File: src/rtl/fetch_decode_queue_pkg.sv
// Shared IF/ID types: machine width, the canonical NOP, and the {pc, instr} packet
// carried from fetch into decode.
package fetch_decode_queue_pkg;

  localparam int XLEN = 32;

  // addi x0, x0, 0
  localparam logic [XLEN-1:0] NOP_INSTR = 32'h0000_0013;

  typedef struct packed {
    logic [XLEN-1:0] pc;
    logic [XLEN-1:0] instr;
  } fetch_pkt_t;

endpackage

File: src/rtl/fetch_decode_queue_if.sv
// IF->ID queue handshake bundle; slave is the queue's view, master is the view of
// the fetch/decode environment driving it.
interface fetch_decode_queue_if;
  import fetch_decode_queue_pkg::*;

  logic            if_valid;
  logic [XLEN-1:0] if_pc;
  logic [XLEN-1:0] if_instr;
  logic            pc_write;
  logic            flush;
  logic            id_ready;
  logic            id_valid;
  logic [XLEN-1:0] id_pc;
  logic [XLEN-1:0] id_instr;

  modport slave (
    input  if_valid, if_pc, if_instr, flush, id_ready,
    output pc_write, id_valid, id_pc, id_instr
  );

  modport master (
    output if_valid, if_pc, if_instr, flush, id_ready,
    input  pc_write, id_valid, id_pc, id_instr
  );

endinterface

File: src/rtl/fetch_decode_queue_perf_counters.sv
// Saturating event counters for the IF->ID queue: fetch stall cycles and flushes
// that discarded live entries. Counts are registered, one cycle behind the event.
module fetch_decode_queue_perf_counters (
  input  logic        clk,
  input  logic        resetn,
  input  logic        i_if_valid,
  input  logic        i_pc_write,
  input  logic        i_flush,
  input  logic        i_occupied,
  output logic [31:0] o_stall_cycles,
  output logic [31:0] o_flush_count
);

  logic [31:0] r_stall_cycles;
  logic [31:0] r_flush_count;
  logic        w_stall_evt;
  logic        w_flush_evt;

  assign w_stall_evt = i_if_valid & ~i_pc_write;
  assign w_flush_evt = i_flush & i_occupied;

  always_ff @(posedge clk or negedge resetn) begin
    if (!resetn) begin
      r_stall_cycles <= '0;
      r_flush_count  <= '0;
    end else begin
      if (w_stall_evt && (r_stall_cycles != '1)) begin
        r_stall_cycles <= r_stall_cycles + 32'd1;
      end
      if (w_flush_evt && (r_flush_count != '1)) begin
        r_flush_count <= r_flush_count + 32'd1;
      end
    end
  end

  assign o_stall_cycles = r_stall_cycles;
  assign o_flush_count  = r_flush_count;

endmodule

File: src/rtl/fetch_decode_queue.sv
// IF->ID decoupling FIFO: 1-cycle push-to-head latency, pc_write backpressure from
// registered occupancy only, flush drains everything. FDQ_PERF_CNT_EN adds counters.
module fetch_decode_queue
  import fetch_decode_queue_pkg::*;
#(
  parameter int DEPTH = 2
) (
  input  logic                 clk,
  input  logic                 resetn,
  fetch_decode_queue_if.slave  bus
`ifdef FDQ_PERF_CNT_EN
  ,
  output logic [31:0]          stall_cycles,
  output logic [31:0]          flush_count
`endif
);

  localparam int              PTR_W    = (DEPTH > 1) ? $clog2(DEPTH) : 1;
  localparam logic [PTR_W:0]  FULL_CNT = (PTR_W + 1)'(DEPTH);

  fetch_pkt_t       r_mem [DEPTH];
  logic [PTR_W-1:0] r_wr_ptr;
  logic [PTR_W-1:0] r_rd_ptr;
  logic [PTR_W:0]   r_count;

  logic             w_pc_write;
  logic             w_id_valid;
  logic             w_push;
  logic             w_pop;
  fetch_pkt_t       w_head;

  // Backpressure is a function of stored occupancy only, so decode stalls never
  // reach the fetch PC mux in the same cycle.
  assign w_pc_write = (r_count != FULL_CNT);
  assign w_id_valid = (r_count != '0);
  assign w_push     = bus.if_valid & w_pc_write & ~bus.flush;
  assign w_pop      = w_id_valid & bus.id_ready & ~bus.flush;

  always_ff @(posedge clk or negedge resetn) begin
    if (!resetn) begin
      r_wr_ptr <= '0;
      r_rd_ptr <= '0;
      r_count  <= '0;
    end else if (bus.flush) begin
      r_wr_ptr <= '0;
      r_rd_ptr <= '0;
      r_count  <= '0;
    end else begin
      if (w_push) begin
        r_wr_ptr <= r_wr_ptr + 1'b1;
      end
      if (w_pop) begin
        r_rd_ptr <= r_rd_ptr + 1'b1;
      end
      if (w_push && !w_pop) begin
        r_count <= r_count + 1'b1;
      end else if (w_pop && !w_push) begin
        r_count <= r_count - 1'b1;
      end
    end
  end

  always_ff @(posedge clk) begin
    if (w_push) begin
      r_mem[r_wr_ptr] <= {bus.if_pc, bus.if_instr};
    end
  end

  assign w_head       = r_mem[r_rd_ptr];
  assign bus.pc_write = w_pc_write;
  assign bus.id_valid = w_id_valid;
  assign bus.id_pc    = w_id_valid ? w_head.pc    : '0;
  assign bus.id_instr = w_id_valid ? w_head.instr : NOP_INSTR;

`ifdef FDQ_PERF_CNT_EN
  fetch_decode_queue_perf_counters u_perf (
    .clk            (clk),
    .resetn         (resetn),
    .i_if_valid     (bus.if_valid),
    .i_pc_write     (w_pc_write),
    .i_flush        (bus.flush),
    .i_occupied     (w_id_valid),
    .o_stall_cycles (stall_cycles),
    .o_flush_count  (flush_count)
  );
`endif

endmodule

File: src/flat_wrapper.sv
// flat-port wrapper written by rule: the top's interface ports become plain ports
module fetch_decode_queue_flat import fetch_decode_queue_pkg::*;
#(
  parameter int DEPTH = 2
)
  (clk, resetn, bus_if_valid, bus_if_pc, bus_if_instr, bus_flush, bus_id_ready, bus_pc_write, bus_id_valid, bus_id_pc, bus_id_instr);
  fetch_decode_queue_if bus_i ();
  input  logic clk;
  input  logic resetn;
  input wire logic [$bits(bus_i.if_valid)-1:0] bus_if_valid;
  input wire logic [$bits(bus_i.if_pc)-1:0] bus_if_pc;
  input wire logic [$bits(bus_i.if_instr)-1:0] bus_if_instr;
  input wire logic [$bits(bus_i.flush)-1:0] bus_flush;
  input wire logic [$bits(bus_i.id_ready)-1:0] bus_id_ready;
  output wire logic [$bits(bus_i.pc_write)-1:0] bus_pc_write;
  output wire logic [$bits(bus_i.id_valid)-1:0] bus_id_valid;
  output wire logic [$bits(bus_i.id_pc)-1:0] bus_id_pc;
  output wire logic [$bits(bus_i.id_instr)-1:0] bus_id_instr;
  assign bus_i.if_valid = bus_if_valid;
  assign bus_i.if_pc = bus_if_pc;
  assign bus_i.if_instr = bus_if_instr;
  assign bus_i.flush = bus_flush;
  assign bus_i.id_ready = bus_id_ready;
  assign bus_pc_write = bus_i.pc_write;
  assign bus_id_valid = bus_i.id_valid;
  assign bus_id_pc = bus_i.id_pc;
  assign bus_id_instr = bus_i.id_instr;
  fetch_decode_queue #(.DEPTH(DEPTH)) u_core (.clk(clk), .resetn(resetn), .bus(bus_i));
endmodule
File: config.mk
export PLATFORM = sky130hd
export DESIGN_NAME = fetch_decode_queue_flat
export DESIGN_NICKNAME = d
export VERILOG_FILES = /design/src/rtl/fetch_decode_queue_pkg.sv /design/src/rtl/fetch_decode_queue_if.sv /design/src/rtl/fetch_decode_queue_perf_counters.sv /design/src/rtl/fetch_decode_queue.sv /design/src/flat_wrapper.sv
export SDC_FILE = /design/constraint.sdc
export NUM_CORES = 1
export LEC_CHECK = 0
export ABC_AREA = 1
export CORE_MARGIN = 1
export CORE_UTILIZATION = 40
export DETAILED_ROUTE_END_ITERATION = 8
export PLACE_DENSITY = 0.72
export SYNTH_ARGS = -nofsm -noshare
export SYNTH_HDL_FRONTEND = slang
export SYNTH_SLANG_ARGS = --single-unit
File: constraint.sdc
create_clock -name clk -period 3.4 [get_ports clk]
set_input_delay 0.51 -clock clk [delete_from_list [all_inputs] [get_ports clk]]
set_output_delay 0.51 -clock clk [all_outputs]
set_load 0.1 [all_outputs]
==> results of run 1 <==
## area by class of cell
| class | count | share of cell area [%] |
|---|---|---|
| clock inverter | 14 | 2.78 |
| clock buffer | 17 | 5.62 |
| multi-input combinational | 222 | 12.8 |
| tap | 168 | 2.78 |
| sequential | 132 | 52.1 |
| antenna | 1 | 0.0331 |
| timing repair buffer | 141 | 23.5 |
| inverter | 7 | 0.347 |
## state kept, by name, summed over array words and instances, names as in the netlist
name and flops:
u_core.r_mem 128, u_core.r_count 2, u_core.r_rd_ptr 1, u_core.r_wr_ptr 1
## metal layers
layer  vias to the layer above  routed length [µm]  track usage [%]
met3                         6                 658             5.63
met1                      1576                4490             21.0
met5                         -                   0                0
li1                       1618                   -                -
met2                       120                5570             29.7
met4                         0                 108             5.71
## final timing paths
kind	slack, ps	end	cells after the start	startpoint
worst min-delay path	310	u_core.r_wr_ptr	1	resetn
worst min register to register	560	u_core.r_wr_ptr	1	u_core.r_wr_ptr
max in group asynchronous	2910	u_core.r_rd_ptr	1	resetn
worst max-delay path	730	bus_id_instr[30]	5	u_core.r_rd_ptr
min in group clk	560	u_core.r_wr_ptr	1	u_core.r_wr_ptr
worst max register to register	1430	u_core.r_mem[0][45]	5	u_core.r_count[0]
## metrics by stage
stage               cells  power (µW)
floorplan             381        3650
global placement      670        4450
detailed placement    670        4470
CTS                   701        6420
global route          702        6580
finish                702        6360
## power by group
part	switching [µW]	internal [µW]
Clock	643	1290
Combinational	1820	673
Sequential	32.8	1900
Total	2500	3860
## cells by family (layout without fill, tap and decap cells)
group | after synthesis | after routing
buffers and inverters | 27 | 179
flip-flops | 132 | 132
AND/OR/NAND/NOR | 156 | 156
AO/OA/AOI/OAI | 66 | 66
other | 0 | 1
## worst max-delay path: stages, from the launching register on
cell                      delay, ps
sky130_fd_sc_hd__dfrtp_2        400
sky130_fd_sc_hd__inv_2          460
sky130_fd_sc_hd__buf_12         270
sky130_fd_sc_hd__nand2_1         70
sky130_fd_sc_hd__a21oi_1        320
sky130_fd_sc_hd__buf_12         230
## layout by cell type (no fill, tap or decap), types with 4 or more instances in the layout
| master | instances |
|---|---|
| sky130_fd_sc_hd__nand3_1 | 5 |
| sky130_fd_sc_hd__buf_12 | 44 |
| sky130_fd_sc_hd__bufinv_16 | 5 |
| sky130_fd_sc_hd__inv_2 | 4 |
| sky130_fd_sc_hd__edfxtp_1 | 128 |
| sky130_fd_sc_hd__a21oi_1 | 63 |
| sky130_fd_sc_hd__buf_4 | 29 |
| sky130_fd_sc_hd__clkbuf_16 | 17 |
| sky130_fd_sc_hd__nand2_1 | 142 |
| sky130_fd_sc_hd__clkdlybuf4s50_1 | 68 |
==> results_dict.tcl, run 1 <==
set metrics [dict create \
    synth_most_common_cell "sky130_fd_sc_hd__nand2_1" \
    ctsHoldBuffers 0 \
    drive_above_1_share_pct 21.6 \
    xor_and_xnor_area_share_after_synthesis_pct 0 \
    drt.antenna.violating_nets 0 \
    filler_cell_count 921 \
    design.die.area_um2 13000 \
    hold_violations 0 \
    status "finished, final reports clean" \
    cts.repair.resized 0 \
    dr.pass1.iters 4 \
    grt_setup_unrepaired "no" \
    worst_slew_pin_slew_ps 760 \
    post-synth-top-area-cell "sky130_fd_sc_hd__edfxtp_1" \
    synth.cells.most_frequent "142 x sky130_fd_sc_hd__nand2_1, 128 x sky130_fd_sc_hd__edfxtp_1, 63 x sky130_fd_sc_hd__a21oi_1" \
    dp_worst_setup_slack_ps 942 \
    grt_start_max_net_pins 65 \
    power_leakage_uw 0.00280 \
    initialDrtViolationCount 153 \
    postSynthRegisterBits 132 \
    clk_path_buf_depth 2 \
    setup_violations 0 \
    synth_warnings 0 \
    post_cts.repair.setup_buffers 0 \
    tritoncts "done" \
    multiInputGateArea_um2 970 \
    synth_ff_type "sky130_fd_sc_hd__edfxtp_1" \
    synth_adder_area_share_pct 0 \
    start_kind "register" \
    critPathKind "reg2out" \
    hold_path_class "in2async" \
    max_slew_margin_pct 49.2 \
    timing.final.ws_setup_ps 731 \
    wl_per_cell_um 15.4 \
    mean_syn_cell_area_um2 13.2 \
    part_of_the_yosys_area_used_for_sequential_elements_pct 78.6 \
    clock_sinks 132 \
    core-area_um2 12100 \
    max_clock_freq_ghz 0.375 \
    clkLatencyLatePin_ps 400 \
    final_weighted_congestion_of_routability_driven_global_placement 0.839 \
    detailed_place.area_um2 6930 \
    final.hold.worst_slack_ps 314 \
    async_flop_share_pct 3.03 \
    clkTransAtPathRegs_ps 60 \
    postSynthNetCount 450 \
    post_synth_main_area_contributors "sky130_fd_sc_hd__edfxtp_1 77%, sky130_fd_sc_hd__nand2_1 11%, sky130_fd_sc_hd__a21oi_1 6.3%" \
    post-route-period-util_pct 78.5 \
    critPathMaxFanout 34 \
    seq_area_um2 3950 \
    final.min_clock_period_ps 2670 \
    dr_total_vias 3320 \
    worst_ep_required_time_ps 2890 \
    fp.dieH_um 114 \
    ir_worst_vdd_v 0.000395 \
    antenna_found_initial 1 \
    num_rows 40 \
    mappedNetlistArea_um2 5010 \
    finalClockSkew_ps 6.25 \
    synth_top_cell_area_share_pct 76.6 \
    power.density_cell_area_nw_per_um2 841 \
    final.setup.tns_ps 0 \
    cts.root.buffer_cell "sky130_fd_sc_hd__clkbuf_16" \
    synth-edff-count 128 \
    num-nets-final 590 \
    yosys.area_share.simple_pct 12.2 \
    io_pins 135 \
    first_pass_grt_wire_length_um 17000 \
    setup.worst_path.end_class "output port" \
    post_drt_via_cell_ratio 4.73 \
    synth_cells 381 \
    finalCoreUtilization_pct 62.5 \
    post-route-cell-area_um2 7570 \
    port_buffers 134 \
    drt_wl_total_um 10800 \
    synthDistinctLibCells 15 \
    die_w_um 114 \
    compound_cell_area_share_of_the_yosys_netlist_pct 6.69 \
    synth.area.mux_share_pct 0 \
    drc 0 \
    initial_utilization_pct 41.4 \
    dp_hpwl_um 6950 \
    timing.critical_path.arrival_ps 2160 \
    htreeDepth 4 \
    cts_made_buffers 17 \
    count_of_final_max_slew_check_failures 0 \
    max_capacitance_violation_count 0 \
    combinational_family_with_the_most_area_after_synthesis "simple AND/OR/NAND/NOR gates" \
    globalRouteOverflowTotal 0 \
    groute.usage.overall_pct 17.4 \
    area_growth_pct 50.9 \
    first_global_vias 3443 \
]
Power figures use the tool's default switching activity.
==> inputs of run 2 (changes only) <==
==> constraint.sdc (replaced) <==
create_clock -name clk -period 2.4 [get_ports clk]
set_input_delay 0.36 -clock clk [delete_from_list [all_inputs] [get_ports clk]]
set_output_delay 0.36 -clock clk [all_outputs]
set_load 0.1 [all_outputs]
==> results_dict.tcl, run 2 (same netlist as run 1, synthesis figures left out) <==
set metrics [dict create \
    status "finished, final reports clean" \
    clk_path_buf_depth 2 \
    post-place-cells 672 \
    start_kind "register" \
    cts.root.buffer_cell "sky130_fd_sc_hd__clkbuf_16" \
    drt.antenna.violating_nets 0 \
    initial_utilization_pct 41.4 \
    cts_made_buffers 17 \
    wl_per_cell_um 15.6 \
    timing.critical_path.arrival_ps 1950 \
    antennaDiodeCount 0 \
    num-nets-final 598 \
    post-route-period-util_pct 96.2 \
    max_slew_margin_pct 71.8 \
    max_clock_freq_ghz 0.433 \
    biggestRegsByFlops "u_core.r_mem x128, u_core.r_count x2" \
    antenna_found_initial 0 \
    first_global_vias 3370 \
    top_register "u_core.r_mem" \
    hold_path_class "in2async" \
    critPathMaxFanout 39 \
    count_of_final_max_slew_check_failures 0 \
    final.setup.tns_ps 0 \
    htreeDepth 4 \
    critPathKind "reg2out" \
    design.die.area_um2 13000 \
    final-instance-count-excl-fill 710 \
    setup_violations 0 \
    port_buffers 134 \
    area_growth_pct 61.9 \
    worst_slew_pin_slew_ps 423 \
    worst_ep_required_time_ps 2040 \
    max_capacitance_violation_count 0 \
    die_w_um 114 \
    fp.dieH_um 114 \
    layout_common_cells "142 x sky130_fd_sc_hd__nand2_1, 128 x sky130_fd_sc_hd__edfxtp_1, 71 x sky130_fd_sc_hd__buf_12" \
    finalClockSkew_ps 11.2 \
    dr.pass1.iters 4 \
    first_pass_grt_wire_length_um 16900 \
    groute.usage.overall_pct 17.8 \
    tritoncts "done" \
    post_drt_via_cell_ratio 4.82 \
    layout.cells.most_common "sky130_fd_sc_hd__nand2_1" \
    ir_worst_vdd_v 0.000639 \
    clock_sinks 132 \
    initialDrtViolationCount 199 \
    io_pins 135 \
    largest_reg_flops 128 \
    core-area_um2 12100 \
    num_rows 40 \
    ff2ff_setup_slack_ps 670 \
    drive_above_1_share_pct 31.9 \
    dr_total_vias 3425 \
    globalRouteOverflowTotal 0 \
    cts.repair.resized 0 \
    final.min_clock_period_ps 2310 \
    power.density_cell_area_nw_per_um2 1160 \
    grt_start_max_net_pins 65 \
    hold_violations 0 \
    drc 0 \
    clkLatencyLatePin_ps 410 \
    grt_setup_unrepaired "no" \
    setup.worst_path.end_class "output port" \
    final_weighted_congestion_of_routability_driven_global_placement 0.828 \
    dp_hpwl_um 7200 \
    power_leakage_uw 0.00291 \
    drt_wl_total_um 11100 \
    clkTransAtPathRegs_ps 60 \
]
## run 2: critical path: stages, from the launching register on
cell and delay (ps):
sky130_fd_sc_hd__dfrtp_2 420, sky130_fd_sc_hd__inv_2 60, sky130_fd_sc_hd__buf_4 370, sky130_fd_sc_hd__nand2_1 100
sky130_fd_sc_hd__a21oi_1 360, sky130_fd_sc_hd__buf_12 230
## run 2: final timing paths
| kind | startpoint | endpoint | depth (start not counted) |
|---|---|---|---|
| setup / recovery | u_core.r_rd_ptr | bus_id_instr[31] | 5 |
| max in group asynchronous | resetn | u_core.r_rd_ptr | 1 |
| min in group clk | bus_if_instr[2] | u_core.r_mem[0][2] | 1 |
| hold reg to reg | u_core.r_wr_ptr | u_core.r_wr_ptr | 1 |
| setup reg to reg | u_core.r_count[0] | u_core.r_mem[0][10] | 5 |
| hold / removal | resetn | u_core.r_wr_ptr | 1 |
## run 2: metal layers
layer | wire length [µm] | vias to the layer above | GRT usage [%]
met1 | 4330 | 1634 | 21.0
met5 | 0 | - | 0
met3 | 621 | 25 | 4.25
met2 | 5820 | 131 | 30.5
met4 | 323 | 0 | 8.83
li1 | - | 1635 | -
## run 2: layout make-up
cell class / count / area, µm²
Tap cell: 168 / 210
Timing Repair Buffer: 149 / 2180
Multi-Input combinational cell: 222 / 1150
Fill cell: 848 / 3990
Clock inverter: 14 / 176
Inverter: 7 / 26.3
Clock buffer: 18 / 429
Sequential cell: 132 / 3950
## run 2: repair_timing
action                                 CTS  global route
buffers inserted                         0             6
endpoints found under the hold margin    0             0
setup endpoints to repair                0             4
hold buffers                             0             0
## run 2: where the power goes
part | total (µW) | internal, µW | switching, µW
Clock | 2590 | 1640 | 948
Combinational | 4090 | 1340 | 2750
Sequential | 2740 | 2690 | 50.2
Total | 9420 | 5670 | 3750
## run 2: stage by stage
step,util (%),hold slack [ps],setup WS (ps),power (µW),instance area [µm²]
finish,67.0,167,91.9,9420,8120
global route,67.0,162,29.1,9690,8120
CTS,66.5,159,47.7,9390,8050
detailed placement,61.5,575,359,6800,7440
global placement,61.5,539,382,6760,7440
floorplan,-,64.4,-200,5300,5220
==> inputs of run 3 (changes only) <==
--- a/config.mk
+++ b/config.mk
@@ -9,7 +9,9 @@
 export CORE_MARGIN = 1
 export CORE_UTILIZATION = 40
 export DETAILED_ROUTE_END_ITERATION = 8
+export GPL_ROUTABILITY_DRIVEN = 1
 export PLACE_DENSITY = 0.72
+export SETUP_SLACK_MARGIN = 0.02
 export SYNTH_ARGS = -nofsm -noshare
 export SYNTH_HDL_FRONTEND = slang
 export SYNTH_SLANG_ARGS = --single-unit
==> results of run 3 <==
Final layout, timing and power as in run 2 (identical DEF).
